## src/rtl/uart_cmd_pkg.sv

```systemverilog
// Shared encodings for the UART LED command block: channel modes, command
// characters and the parser / transmit state machine states.
package uart_cmd_pkg;

  typedef enum logic [1:0] {
    MODE_OFF   = 2'd0,
    MODE_ON    = 2'd1,
    MODE_BLINK = 2'd2
  } mode_e;

  localparam logic [7:0] CH_BASE  = 8'h41;  // 'A'
  localparam logic [7:0] CH_ACK   = 8'h4B;  // 'K'
  localparam logic [7:0] CH_NAK   = 8'h3F;  // '?'
  localparam logic [7:0] CR       = 8'h0D;
  localparam logic [7:0] LF       = 8'h0A;
  localparam logic [7:0] MODE_CH0 = 8'h30;  // '0'

  typedef enum logic {
    P_IDLE   = 1'b0,
    P_GOT_CH = 1'b1
  } parse_state_e;

  typedef enum logic {
    T_IDLE = 1'b0,
    T_WAIT = 1'b1
  } tx_state_e;

endpackage

```

## src/rtl/uart_led_cmd_sync_fifo.sv

```systemverilog
// Small synchronous FIFO with a combinational head. A push into a full FIFO
// is accepted only when a pop frees a slot in the same cycle.
module sync_fifo #(
  parameter int WIDTH = 8,
  parameter int DEPTH = 4
) (
  input  logic             i_Clock,
  input  logic             i_Reset,
  input  logic             i_push,
  input  logic             i_pop,
  input  logic [WIDTH-1:0] i_din,
  output logic [WIDTH-1:0] o_dout,
  output logic             o_full,
  output logic             o_empty
);

  localparam int AW = $clog2(DEPTH);

  logic [WIDTH-1:0] r_mem [DEPTH];
  logic [AW-1:0]    r_wr_ptr;
  logic [AW-1:0]    r_rd_ptr;
  logic [AW:0]      r_count;
  logic             w_wr_en;
  logic             w_rd_en;

  assign o_full  = (r_count == (AW+1)'(DEPTH));
  assign o_empty = (r_count == '0);
  assign w_rd_en = i_pop && !o_empty;
  assign w_wr_en = i_push && (!o_full || w_rd_en);
  assign o_dout  = r_mem[r_rd_ptr];

  always_ff @(posedge i_Clock) begin
    if (w_wr_en) begin
      r_mem[r_wr_ptr] <= i_din;
    end
  end

  // DEPTH is a power of two, so the pointers wrap naturally.
  always_ff @(posedge i_Clock) begin
    if (i_Reset) begin
      r_wr_ptr <= '0;
      r_rd_ptr <= '0;
      r_count  <= '0;
    end else begin
      if (w_wr_en) r_wr_ptr <= r_wr_ptr + 1'b1;
      if (w_rd_en) r_rd_ptr <= r_rd_ptr + 1'b1;
      case ({w_wr_en, w_rd_en})
        2'b10:   r_count <= r_count + 1'b1;
        2'b01:   r_count <= r_count - 1'b1;
        default: r_count <= r_count;
      endcase
    end
  end

endmodule

```

## src/rtl/uart_led_cmd.sv

```systemverilog
// Two-byte ASCII command parser driving NUM_CH LED channels (off/on/blink),
// with one-byte acknowledgements queued and handed to a UART transmitter.
module uart_led_cmd
  import uart_cmd_pkg::*;
#(
  parameter int          NUM_CH        = 3,
  parameter int          ACC_WIDTH     = 32,
  parameter int unsigned ACC_INC       = 172,
  parameter int          FIFO_DEPTH    = 4,
  parameter int          TIMEOUT_TICKS = 2
) (
  input  logic              i_Clock,
  input  logic              i_Reset,
  input  logic              i_RX_DV,
  input  logic [7:0]        i_RX_Byte,
  output logic              o_TX_DV,
  output logic [7:0]        o_TX_Byte,
  input  logic              i_TX_Active,
  input  logic              i_TX_Done,
  output logic [NUM_CH-1:0] o_LED,
  output logic              o_Tick,
  output logic              o_Overflow
);

  localparam int         CH_W    = (NUM_CH > 1) ? $clog2(NUM_CH) : 1;
  localparam int         TO_W    = $clog2(TIMEOUT_TICKS + 1);
  localparam logic [7:0] LAST_CH = 8'(int'(CH_BASE) + NUM_CH - 1);

  // ---------------- phase accumulator ----------------
  logic [ACC_WIDTH-1:0] r_acc;
  logic                 r_tick;
  logic [ACC_WIDTH:0]   w_acc_sum;
  logic                 w_blink_on;

  assign w_acc_sum  = {1'b0, r_acc} + (ACC_WIDTH+1)'(ACC_INC);
  assign w_blink_on = (r_acc[ACC_WIDTH-1 -: 2] == 2'b00);
  assign o_Tick     = r_tick;

  always_ff @(posedge i_Clock) begin
    if (i_Reset) begin
      r_acc  <= '0;
      r_tick <= 1'b0;
    end else begin
      r_acc  <= w_acc_sum[ACC_WIDTH-1:0];
      r_tick <= w_acc_sum[ACC_WIDTH];
    end
  end

  // ---------------- command parser ----------------
  parse_state_e    r_pstate;
  parse_state_e    w_pstate_next;
  logic [CH_W-1:0] r_ch;
  logic [TO_W-1:0] r_to_cnt;
  logic [CH_W-1:0] w_ch_off;
  logic [1:0]      w_mode_bits;
  logic            w_is_ch;
  logic            w_is_mode;
  logic            w_is_eol;
  logic            w_timeout;
  logic            w_push;
  logic [7:0]      w_push_byte;
  logic            w_mode_we;
  mode_e           w_mode_val;

  assign w_ch_off    = CH_W'(i_RX_Byte - CH_BASE);
  assign w_mode_bits = 2'(i_RX_Byte - MODE_CH0);
  assign w_is_ch     = (i_RX_Byte >= CH_BASE) && (i_RX_Byte <= LAST_CH);
  assign w_is_mode   = (i_RX_Byte >= MODE_CH0) && (i_RX_Byte <= MODE_CH0 + 8'd2);
  assign w_is_eol    = (i_RX_Byte == CR) || (i_RX_Byte == LF);
  // A byte arriving on the expiry cycle takes priority over the timeout.
  assign w_timeout   = (r_pstate == P_GOT_CH) && !i_RX_DV && r_tick &&
                       (r_to_cnt == TO_W'(TIMEOUT_TICKS - 1));

  always_ff @(posedge i_Clock) begin
    if (i_Reset) begin
      r_pstate <= P_IDLE;
      r_ch     <= '0;
      r_to_cnt <= '0;
    end else begin
      r_pstate <= w_pstate_next;
      if (r_pstate == P_IDLE && i_RX_DV && w_is_ch) begin
        r_ch     <= w_ch_off;
        r_to_cnt <= '0;
      end else if (r_pstate == P_GOT_CH && r_tick) begin
        r_to_cnt <= r_to_cnt + 1'b1;
      end
    end
  end

  always_comb begin
    w_pstate_next = r_pstate;
    case (r_pstate)
      P_IDLE:   if (i_RX_DV && w_is_ch) w_pstate_next = P_GOT_CH;
      P_GOT_CH: if (i_RX_DV || w_timeout) w_pstate_next = P_IDLE;
      default:  w_pstate_next = P_IDLE;
    endcase
  end

  always_comb begin
    w_push      = 1'b0;
    w_push_byte = CH_NAK;
    w_mode_we   = 1'b0;
    w_mode_val  = MODE_OFF;
    case (r_pstate)
      P_IDLE: begin
        if (i_RX_DV && !w_is_ch && !w_is_eol) w_push = 1'b1;
      end
      P_GOT_CH: begin
        if (i_RX_DV) begin
          w_push = 1'b1;
          if (w_is_mode) begin
            w_push_byte = CH_ACK;
            w_mode_we   = 1'b1;
            w_mode_val  = mode_e'(w_mode_bits);
          end
        end else if (w_timeout) begin
          w_push = 1'b1;
        end
      end
      default: ;
    endcase
  end

  // ---------------- channel modes and LED drive ----------------
  mode_e r_mode [NUM_CH];

  for (genvar gi = 0; gi < NUM_CH; gi++) begin : g_ch
    always_ff @(posedge i_Clock) begin
      if (i_Reset) begin
        r_mode[gi] <= MODE_OFF;
      end else if (w_mode_we && r_ch == CH_W'(gi)) begin
        r_mode[gi] <= w_mode_val;
      end
    end

    // Active-low drive; the unused encoding falls through to off.
    assign o_LED[gi] = (r_mode[gi] == MODE_ON)    ? 1'b0 :
                       (r_mode[gi] == MODE_BLINK) ? ~w_blink_on : 1'b1;
  end

  // ---------------- response FIFO ----------------
  logic       w_pop;
  logic [7:0] w_fifo_dout;
  logic       w_fifo_full;
  logic       w_fifo_empty;
  logic       r_overflow;

  sync_fifo #(
    .WIDTH (8),
    .DEPTH (FIFO_DEPTH)
  ) u_fifo (
    .i_Clock (i_Clock),
    .i_Reset (i_Reset),
    .i_push  (w_push),
    .i_pop   (w_pop),
    .i_din   (w_push_byte),
    .o_dout  (w_fifo_dout),
    .o_full  (w_fifo_full),
    .o_empty (w_fifo_empty)
  );

  always_ff @(posedge i_Clock) begin
    if (i_Reset) begin
      r_overflow <= 1'b0;
    end else if (w_push && w_fifo_full && !w_pop) begin
      r_overflow <= 1'b1;
    end
  end

  assign o_Overflow = r_overflow;

  // ---------------- transmit handshake ----------------
  tx_state_e  r_tstate;
  tx_state_e  w_tstate_next;
  logic       r_tx_dv;
  logic [7:0] r_tx_byte;

  always_ff @(posedge i_Clock) begin
    if (i_Reset) begin
      r_tstate  <= T_IDLE;
      r_tx_dv   <= 1'b0;
      r_tx_byte <= 8'h00;
    end else begin
      r_tstate <= w_tstate_next;
      r_tx_dv  <= w_pop;
      if (w_pop) r_tx_byte <= w_fifo_dout;
    end
  end

  always_comb begin
    w_tstate_next = r_tstate;
    case (r_tstate)
      T_IDLE:  if (w_pop) w_tstate_next = T_WAIT;
      T_WAIT:  if (i_TX_Done) w_tstate_next = T_IDLE;
      default: w_tstate_next = T_IDLE;
    endcase
  end

  always_comb begin
    w_pop = 1'b0;
    if (r_tstate == T_IDLE && !w_fifo_empty && !i_TX_Active) w_pop = 1'b1;
  end

  assign o_TX_DV   = r_tx_dv;
  assign o_TX_Byte = r_tx_byte;

endmodule

```

## config.mk

```make
export PLATFORM = sky130hd
export DESIGN_NAME = uart_led_cmd
export DESIGN_NICKNAME = d
export VERILOG_FILES = /design/src/rtl/uart_cmd_pkg.sv /design/src/rtl/uart_led_cmd_sync_fifo.sv /design/src/rtl/uart_led_cmd.sv
export SDC_FILE = /design/constraint.sdc
export NUM_CORES = 1
export LEC_CHECK = 0
export ABC_AREA = 1
export ABC_CLOCK_PERIOD_IN_PS = 2190
export CAP_MARGIN = 20
export CORE_ASPECT_RATIO = 1.2
export CORE_MARGIN = 2
export CORE_UTILIZATION = 52
export CTS_CLUSTER_SIZE = 24
export DETAILED_ROUTE_END_ITERATION = 8
export PLACE_DENSITY_LB_ADDON = 0.2
export SLEW_MARGIN = 30
export SYNTH_ARGS = -nofsm -noshare
export SYNTH_HDL_FRONTEND = slang
export SYNTH_SLANG_ARGS = --single-unit
```

## constraint.sdc

```tcl
create_clock -name i_Clock -period 2.19 [get_ports i_Clock]
set_input_delay 0.438 -clock i_Clock [delete_from_list [all_inputs] [get_ports i_Clock]]
set_output_delay 0.438 -clock i_Clock [all_outputs]
set_load 0.01 [all_outputs]
```

== Word level (Yosys, flattened, before mapping) ==
Memory sizes are Yosys's and may differ from the RTL's. A register that Yosys moved wholly into a read port is not among the register bits.
Cells that the tools add are included.

* Word-level logic and storage cells: 124
* Output and inout port bits: 14
* Flip-flop bits (word level): 56
* Memories kept: 2
* Input port bits: 13
* RAM bits: 34

{| class="wikitable"
|+ Memories
! name !! words !! width !! read ports !! clocked after Yosys merged registers in !! write ports !! RTL line !! RTL
|-
| u_fifo.r_mem || 4 || 7 || 1 || 1 || 1 || uart_led_cmd_sync_fifo.sv:19 || <nowiki>logic [WIDTH-1:0] r_mem [DEPTH];</nowiki>
|-
| r_mode || 3 || 2 || 3 || 0 || 3 || uart_led_cmd.sv:125 || <nowiki>mode_e r_mode [NUM_CH];</nowiki>
|}

* Reductions and logical operators: 35
* Equal/unequal tests: 14
* Bitwise operators: 6
* Muxes and demuxes: 43
* Order comparisons: 4
* Add/subtract/negate cells: 8

{| class="wikitable"
|+ Operators with widths
! kind !! count
|-
| $add A32 B8 Y33 const B || 1
|-
| $mux W1 || 30
|-
| $mux W7 || 3
|-
| $logic_and A1 B1 Y1 || 20
|-
| $eq A8 B4 Y1 const B || 2
|-
| $eq A2 B1 Y1 const B || 6
|-
| $mux W2 || 6
|-
| $eq A2 B2 Y1 const B || 5
|-
| $ge A8 B6 Y1 const B || 1
|-
| $ge A8 B7 Y1 const B || 1
|-
| $le A8 B6 Y1 const B || 1
|-
| $le A8 B7 Y1 const B || 1
|-
| $logic_not A1 Y1 || 7
|-
| $add A2 B1 Y2 const B || 3
|-
| $pmux W1 S2 || 3
|-
| $pmux W3 S2 || 1
|-
| $logic_not A2 Y1 || 2
|-
| $sub A2 B1 Y2 const B || 2
|-
| $add A3 B1 Y3 const B || 1
|-
| $eq A3 B3 Y1 const B || 1
|-
| $logic_not A3 Y1 || 1
|-
| $logic_or A1 B1 Y1 || 3
|-
| $not A1 Y1 || 3
|-
| $or A1 B1 Y1 || 3
|-
| other kinds (3) || 3
|}

== Longest topological paths before layout ==
Gate-level depths: netlist of the first run.

* Depth after elaboration: 10
* Depth in mapped cells: 15
* Depth with buffers taken out: 15

== Modules after synthesis ==
A second synthesis of the first run with hierarchy kept.

* Cells, all modules: 547
* Area total of the unflattened synthesis: 4428.0 sq um

{| class="wikitable"
|+ Modules (own cells, without submodules)
! module !! instances !! sequential area each (sq um) !! cells an instance !! area each (sq um)
|-
| uart_led_cmd || 1 || 1121.1 || 397 || 2721.4
|-
| sync_fifo || 1 || 1141.1 || 150 || 1706.6
|}

== Least setup slack after synthesis of the first run ==
No wires, ideal clock.

* Path type: input to register
* Start: input port i_RX_Byte[1]
* End: register u_fifo.r_count[2]
* Slack: -75 ps
* Cell stages on the path: 15
* Setup time: 122 ps
* Arrival time: 2143 ps
* Buffers on the path: 0
* Required time: 2068 ps
* Cell sequence: inv_1 ha_1 inv_1 nand2_1 nand3_1 nor2_1 nor2_2 nand3_2 ha_1 inv_1 fa_1 a21oi_1 o21ai_0 o21ai_0 a21oi_1

* Word-level cells in the longest chain between the ends: 10
* Elaborated cells on any way between the ends: 17
* Those cells by class: 2 x order compare; 4 x eq/ne; 3 x mux; 8 x reduce/logical

{| class="wikitable"
|+ Ends and longest elaborated chain
! item !! RTL line !! RTL
|-
| start, declared || uart_led_cmd.sv:15 || <nowiki>input logic [7:0] i_RX_Byte,</nowiki>
|-
| $ge A8 B7 Y1 or $le A8 B7 Y1 (tied branches) || uart_led_cmd.sv:67 || <nowiki>assign w_is_ch = (i_RX_Byte >= CH_BASE) && (i_RX_Byte <= LAST_CH);</nowiki>
|-
| $logic_and A1 B1 Y1 || uart_led_cmd.sv:67 ||
|-
| $logic_not A1 Y1 || uart_led_cmd.sv:106 || <nowiki>if (i_RX_DV && !w_is_ch && !w_is_eol) w_push = 1'b1;</nowiki>
|-
| $logic_and A1 B1 Y1 || uart_led_cmd.sv:106 ||
|-
| $logic_and A1 B1 Y1 (*) || uart_led_cmd.sv:106 ||
|-
| $mux W1 (*) || uart_led_cmd.sv:106 ||
|-
| $pmux W1 S2 (*) || uart_led_cmd.sv:104 || <nowiki>case (r_pstate)</nowiki>
|-
| $logic_and A1 B1 Y1 (*) || uart_led_cmd_sync_fifo.sv:29 || <nowiki>assign w_wr_en = i_push && (!o_full || w_rd_en);</nowiki>
|-
| $eq A2 B1 Y1 or $eq A2 B2 Y1 (tied branches) || uart_led_cmd_sync_fifo.sv:47 || <nowiki>case ({w_wr_en, w_rd_en})</nowiki>
|-
| $pmux W3 S2 or $reduce_bool A2 Y1 (tied branches) || - ||
|-
| end signal, assigned || uart_led_cmd_sync_fifo.sv:48 || <nowiki>2'b10: r_count <= r_count + 1'b1;</nowiki>
|-
| end signal, assigned || uart_led_cmd_sync_fifo.sv:49 || <nowiki>2'b01: r_count <= r_count - 1'b1;</nowiki>
|-
| end signal, assigned || uart_led_cmd_sync_fifo.sv:50 || <nowiki>default: r_count <= r_count;</nowiki>
|-
| end, declared || uart_led_cmd_sync_fifo.sv:22 || <nowiki>logic [AW:0] r_count;</nowiki>
|}

Mark *: on every way between the ends. The rest lies on a longest branch, timed or not.
A chain may end at the register's enable or synchronous reset.

== Worst setup path in the final report of the first run ==
* Start: register r_acc[30]
* End: output port o_LED[1]

* Word-level cells in the longest chain between the ends: 4

{| class="wikitable"
|+ Ends and longest elaborated chain
! item !! RTL line !! RTL
|-
| start, declared || uart_led_cmd.sv:30 || <nowiki>logic [ACC_WIDTH-1:0] r_acc;</nowiki>
|-
| start signal, assigned || uart_led_cmd.sv:44 || <nowiki>r_acc <= w_acc_sum[ACC_WIDTH-1:0];</nowiki>
|-
| $logic_not A2 Y1 || uart_led_cmd.sv:36 || <nowiki>assign w_blink_on = (r_acc[ACC_WIDTH-1 -: 2] == 2'b00);</nowiki>
|-
| $not A1 Y1 || uart_led_cmd.sv:138 || <nowiki>(r_mode[gi] == MODE_BLINK) ? ~w_blink_on : 1'b1;</nowiki>
|-
| $mux W1 || uart_led_cmd.sv:138 ||
|-
| $mux W1 || uart_led_cmd.sv:137 || <nowiki>assign o_LED[gi] = (r_mode[gi] == MODE_ON) ? 1'b0 :</nowiki>
|-
| end, declared || uart_led_cmd.sv:20 || <nowiki>output logic [NUM_CH-1:0] o_LED,</nowiki>
|}

No other way between the ends.

==> flow_metrics.py, run 1 <==
metrics = {
    "run_status": {
        "outcome": "finished clean",
    },
    "clocking": {
        "clock_sinks": 63,
        "tritoncts.num_buffers": 9,
        "worst_setup_hold_path_clk_slew_ns": 0.07,
        "hold_buffers": 0,
        "cts.root.buffer_cell": "clkbuf_8",
        "max-clock-path-buffers": 2,
        "cts_tree": "built",
        "clock_tree.htree_level_count": 3,
        "worst_skew_pair.late_latency_ns": 0.34,
    },
    "synthesis": {
        "yosys.cell_types.count": 37,
        "synth-edff-count": 14,
        "synth_fp_nets": 482,
        "syn-mean-instance-area_um2": 7.19,
        "synthesis.instances": 457,
        "yosys.area.top_type_share_pct": 29.9,
        "synth_top_flop_cell": "dfxtp_1",
        "synth.area.top_cells": "dfxtp_1 (30%), edfxtp_1 (13%), nand2_1 (12%), nor2_1 (7.9%), inv_1 (7.3%)",
        "post_synthesis_cell_type_with_the_largest_combined_area": "dfxtp_1",
        "ys.warnings.count": 0,
        "ys_ff_latch": 63,
        "ys_top_cells_by_count": "nand2_1 (102), nor2_1 (69), inv_1 (64), dfxtp_1 (49), a21oi_1 (34)",
        "seq_area_frac_synth_pct": 42.7,
        "yosys.cell_count.top_type": "nand2_1",
        "async_reset_ff_share_pct": 0,
        "syn-cell-area_um2": 3290,
    },
    "critical_path": {
        "crit_required_ns": 1.75,
        "critical_path_arrival_ns": 1.59,
        "regToRegStartpoint": "r_to_cnt[1]",
        "timing_worst_setup_path_type": "reg -> out",
        "start_kind": "register",
        "crit_path_max_fanout": 7,
        "setup.worst_path.end_class": "output port",
        "startpoint": "r_acc[30]",
        "worst-r2r-cell-count": 13,
    },
    "timing": {
        "final_max_slew_viol_count": 0,
        "setup-violations-final": 0,
        "fin_crit_period_ns": 2.03,
        "fmax_ghz": 0.493,
        "final.hold.worst_slack_ns": 0.443,
        "fin_ws_ns": 0.162,
        "grt_setup_unrepaired": "no",
        "final.setup_skew_ns": 0.00677,
        "hold_violations": 0,
        "timing.setup.tns_ns": 0,
        "finalCritPeriodShare_pct": 92.6,
    },
    "power_and_ir_drop": {
        "leakage_nw": 1.68,
        "irDropWorstVdd_uv": 671,
        "cellPowerDensity_nw_per_um2": 757,
    },
    "floorplan": {
        "num_io_pins": 27,
        "core_region_area_um2": 6090,
        "floorplan.initialDensity_pct": 54.0,
        "die_x_um": 76.6,
        "fp-row-count": 31,
        "dieArea_um2": 6970,
        "die_h_um": 91.1,
    },
    "detailed_routing": {
        "detail_route.first_pass.iterations": 4,
        "detail_route.iter0.violations": 122,
        "ant_nets_after_route": 0,
        "drc": 0,
        "wl_per_cell_um": 12.0,
        "routed_vias": 3056,
        "drt-vias-per-instance": 5.13,
        "wl_um": 7130,
    },
    "global_route": {
        "vias_in_the_first_global_route": 2875,
        "grt_max_degree": 26,
        "grt.overflow.total": 0,
        "gr-max-usage-layer": "met2",
        "use_met3_pct": 6.16,
        "groute.layer.met1.usage_pct": 23.2,
        "antenna_violations_before_repair": 0,
        "global_route.usage.total_pct": 21.8,
        "global_route_wire_length_before_repair_um": 12100,
        "met2_usage_pct": 38.9,
    },
    "min_path": {
        "min-delay-start": "r_acc[2]",
        "worstHoldPathCells": 1,
        "min_path_type": "reg -> reg",
    },
    "layout": {
        "instances_no_fill": 596,
        "num-fill-cells": 522,
        "area_delta_synth_final_pct": 24.1,
        "finish.utilization_pct": 66.9,
        "drive_above_1_share_pct": 14.6,
        "antenna_cells_inserted": 0,
        "finish.net_count": 534,
    },
    "placement": {
        "placedCellCount": 576,
        "io_buffer_count": 25,
        "placement.setup.worst_slack_ns": -0.560,
        "place_hpwl_um": 5250,
        "final_weighted_congestion_in_routability_driven_placement": 0.878,
    },
    "flow_run": {
        "timing.max_cap.violations": 0,
    },
}
## report_power, final
group | switching, W | leakage, nW | total [W] | internal, W
clock | 0.000441 | 0.118 | 0.00113 | 0.000687
combinational | 0.000324 | 1.04 | 0.000602 | 0.000278
sequential | 0.0000751 | 0.520 | 0.00136 | 0.00128
## routing by layer
metal  share of wire [%]  vias to the layer above  wire [um]
li1                    -                     1574          -
met1                  42                     1398       2970
met2                  51                       63       3670
met3                 3.7                       21        262
met4                 3.4                        0        240
met5                   0                        -          0
## logic make-up (layout without fill, tap and decap cells)
kind of cell	Yosys count	after routing	share of synthesized area, %
adders and majority gates	12	12	4.80
buffers and inverters	75	132	9.14
other	1	1	0.114
and+or+nand+nor	239	239	32.3
DFF	63	63	42.7
xor gates and xnor gates	2	2	0.533
AOI/OAI and AO/OA	65	65	10.4
## metrics by stage
| stage | area (um2) | total power [W] |
|---|---|---|
| 6_report | 4080 | 0.00309 |
| 5_1_grt | 4080 | 0.00326 |
| 4_1_cts | 3990 | 0.00307 |
| 3_5_place_dp | 3750 | 0.00195 |
| 3_3_place_gp | 3750 | 0.00192 |
| 2_1_floorplan | 3290 | 0.00172 |
## worst paths after layout
path | to | slack, ns
setup / recovery | o_LED[1] | 0.16
hold / removal | r_acc[2] | 0.44
hold reg to reg | r_acc[2] | 0.44
setup reg to reg | u_fifo.r_count[2] | 0.20
## area by class of cell
| class | instances | area, um2 | share of cell area (%) |
|---|---|---|---|
| Sequential cell | 63 | 1400 | 34.4 |
| Multi-Input combinational cell | 319 | 1650 | 40.5 |
| Clock inverter | 2 | 35.0 | 0.859 |
| Inverter | 65 | 244 | 5.99 |
| Tap cell | 82 | 103 | 2.52 |
| Clock buffer | 14 | 194 | 4.76 |
| Timing Repair Buffer | 51 | 450 | 11.0 |
## flip-flops by register name, indices dropped and copies added (netlist names), 2 cells and up
name             count
r_to_cnt             2
r_acc               30
u_fifo.r_count       3
r_ch                 2
u_fifo.r_wr_ptr      2
r_mode               6
u_fifo.r_rd_ptr      2
o_TX_Byte            3
u_fifo.r_mem         8
## critical path, cell delays in order, from the launching register on
cell and delay [ns]:
dfxtp_1 0.44, nor4_1 0.09, a21oi_1 0.13, clkdlybuf4s50_1 0.58
## layout by cell type (no fill, tap or decap), types with 12 or more instances in the layout
cell,synthesis,routed
a21oi_1,34,33
buf_4,5,26
clkbuf_8,0,12
clkdlybuf4s50_1,0,17
dfxtp_1,49,49
edfxtp_1,14,14
inv_1,64,61
nand2_1,102,100
nand3_1,25,23
nor2_1,69,66
o21ai_0,21,19
## timing repair
item                                   in CTS  in global routing
gates resized for setup                     2                 25
setup endpoints to repair                   2                  1
endpoints found under the hold margin       0                  0
buffers inserted                            1                  3
pin swaps                                   1                  8
(Power assumes the default switching activity.)
==> run 2, diff against run 1 <==
--- a/config.mk
+++ b/config.mk
@@ -13,6 +13,7 @@
 export CORE_UTILIZATION = 52
 export CTS_CLUSTER_SIZE = 24
 export DETAILED_ROUTE_END_ITERATION = 8
+export GPL_ROUTABILITY_DRIVEN = 0
 export PLACE_DENSITY_LB_ADDON = 0.2
 export SLEW_MARGIN = 30
 export SYNTH_ARGS = -nofsm -noshare
==> results of run 2 <==
The final DEF is identical to that of run 1; final timing and power are the same.
==> run 3, diff against run 2 <==
--- a/config.mk
+++ b/config.mk
@@ -7,7 +7,7 @@
 export LEC_CHECK = 0
 export ABC_AREA = 1
 export ABC_CLOCK_PERIOD_IN_PS = 2190
-export CAP_MARGIN = 20
+export CAP_MARGIN = 15
 export CORE_ASPECT_RATIO = 1.2
 export CORE_MARGIN = 2
 export CORE_UTILIZATION = 52
==> results of run 3 <==
The final DEF is identical to that of run 1; final timing and power are the same.
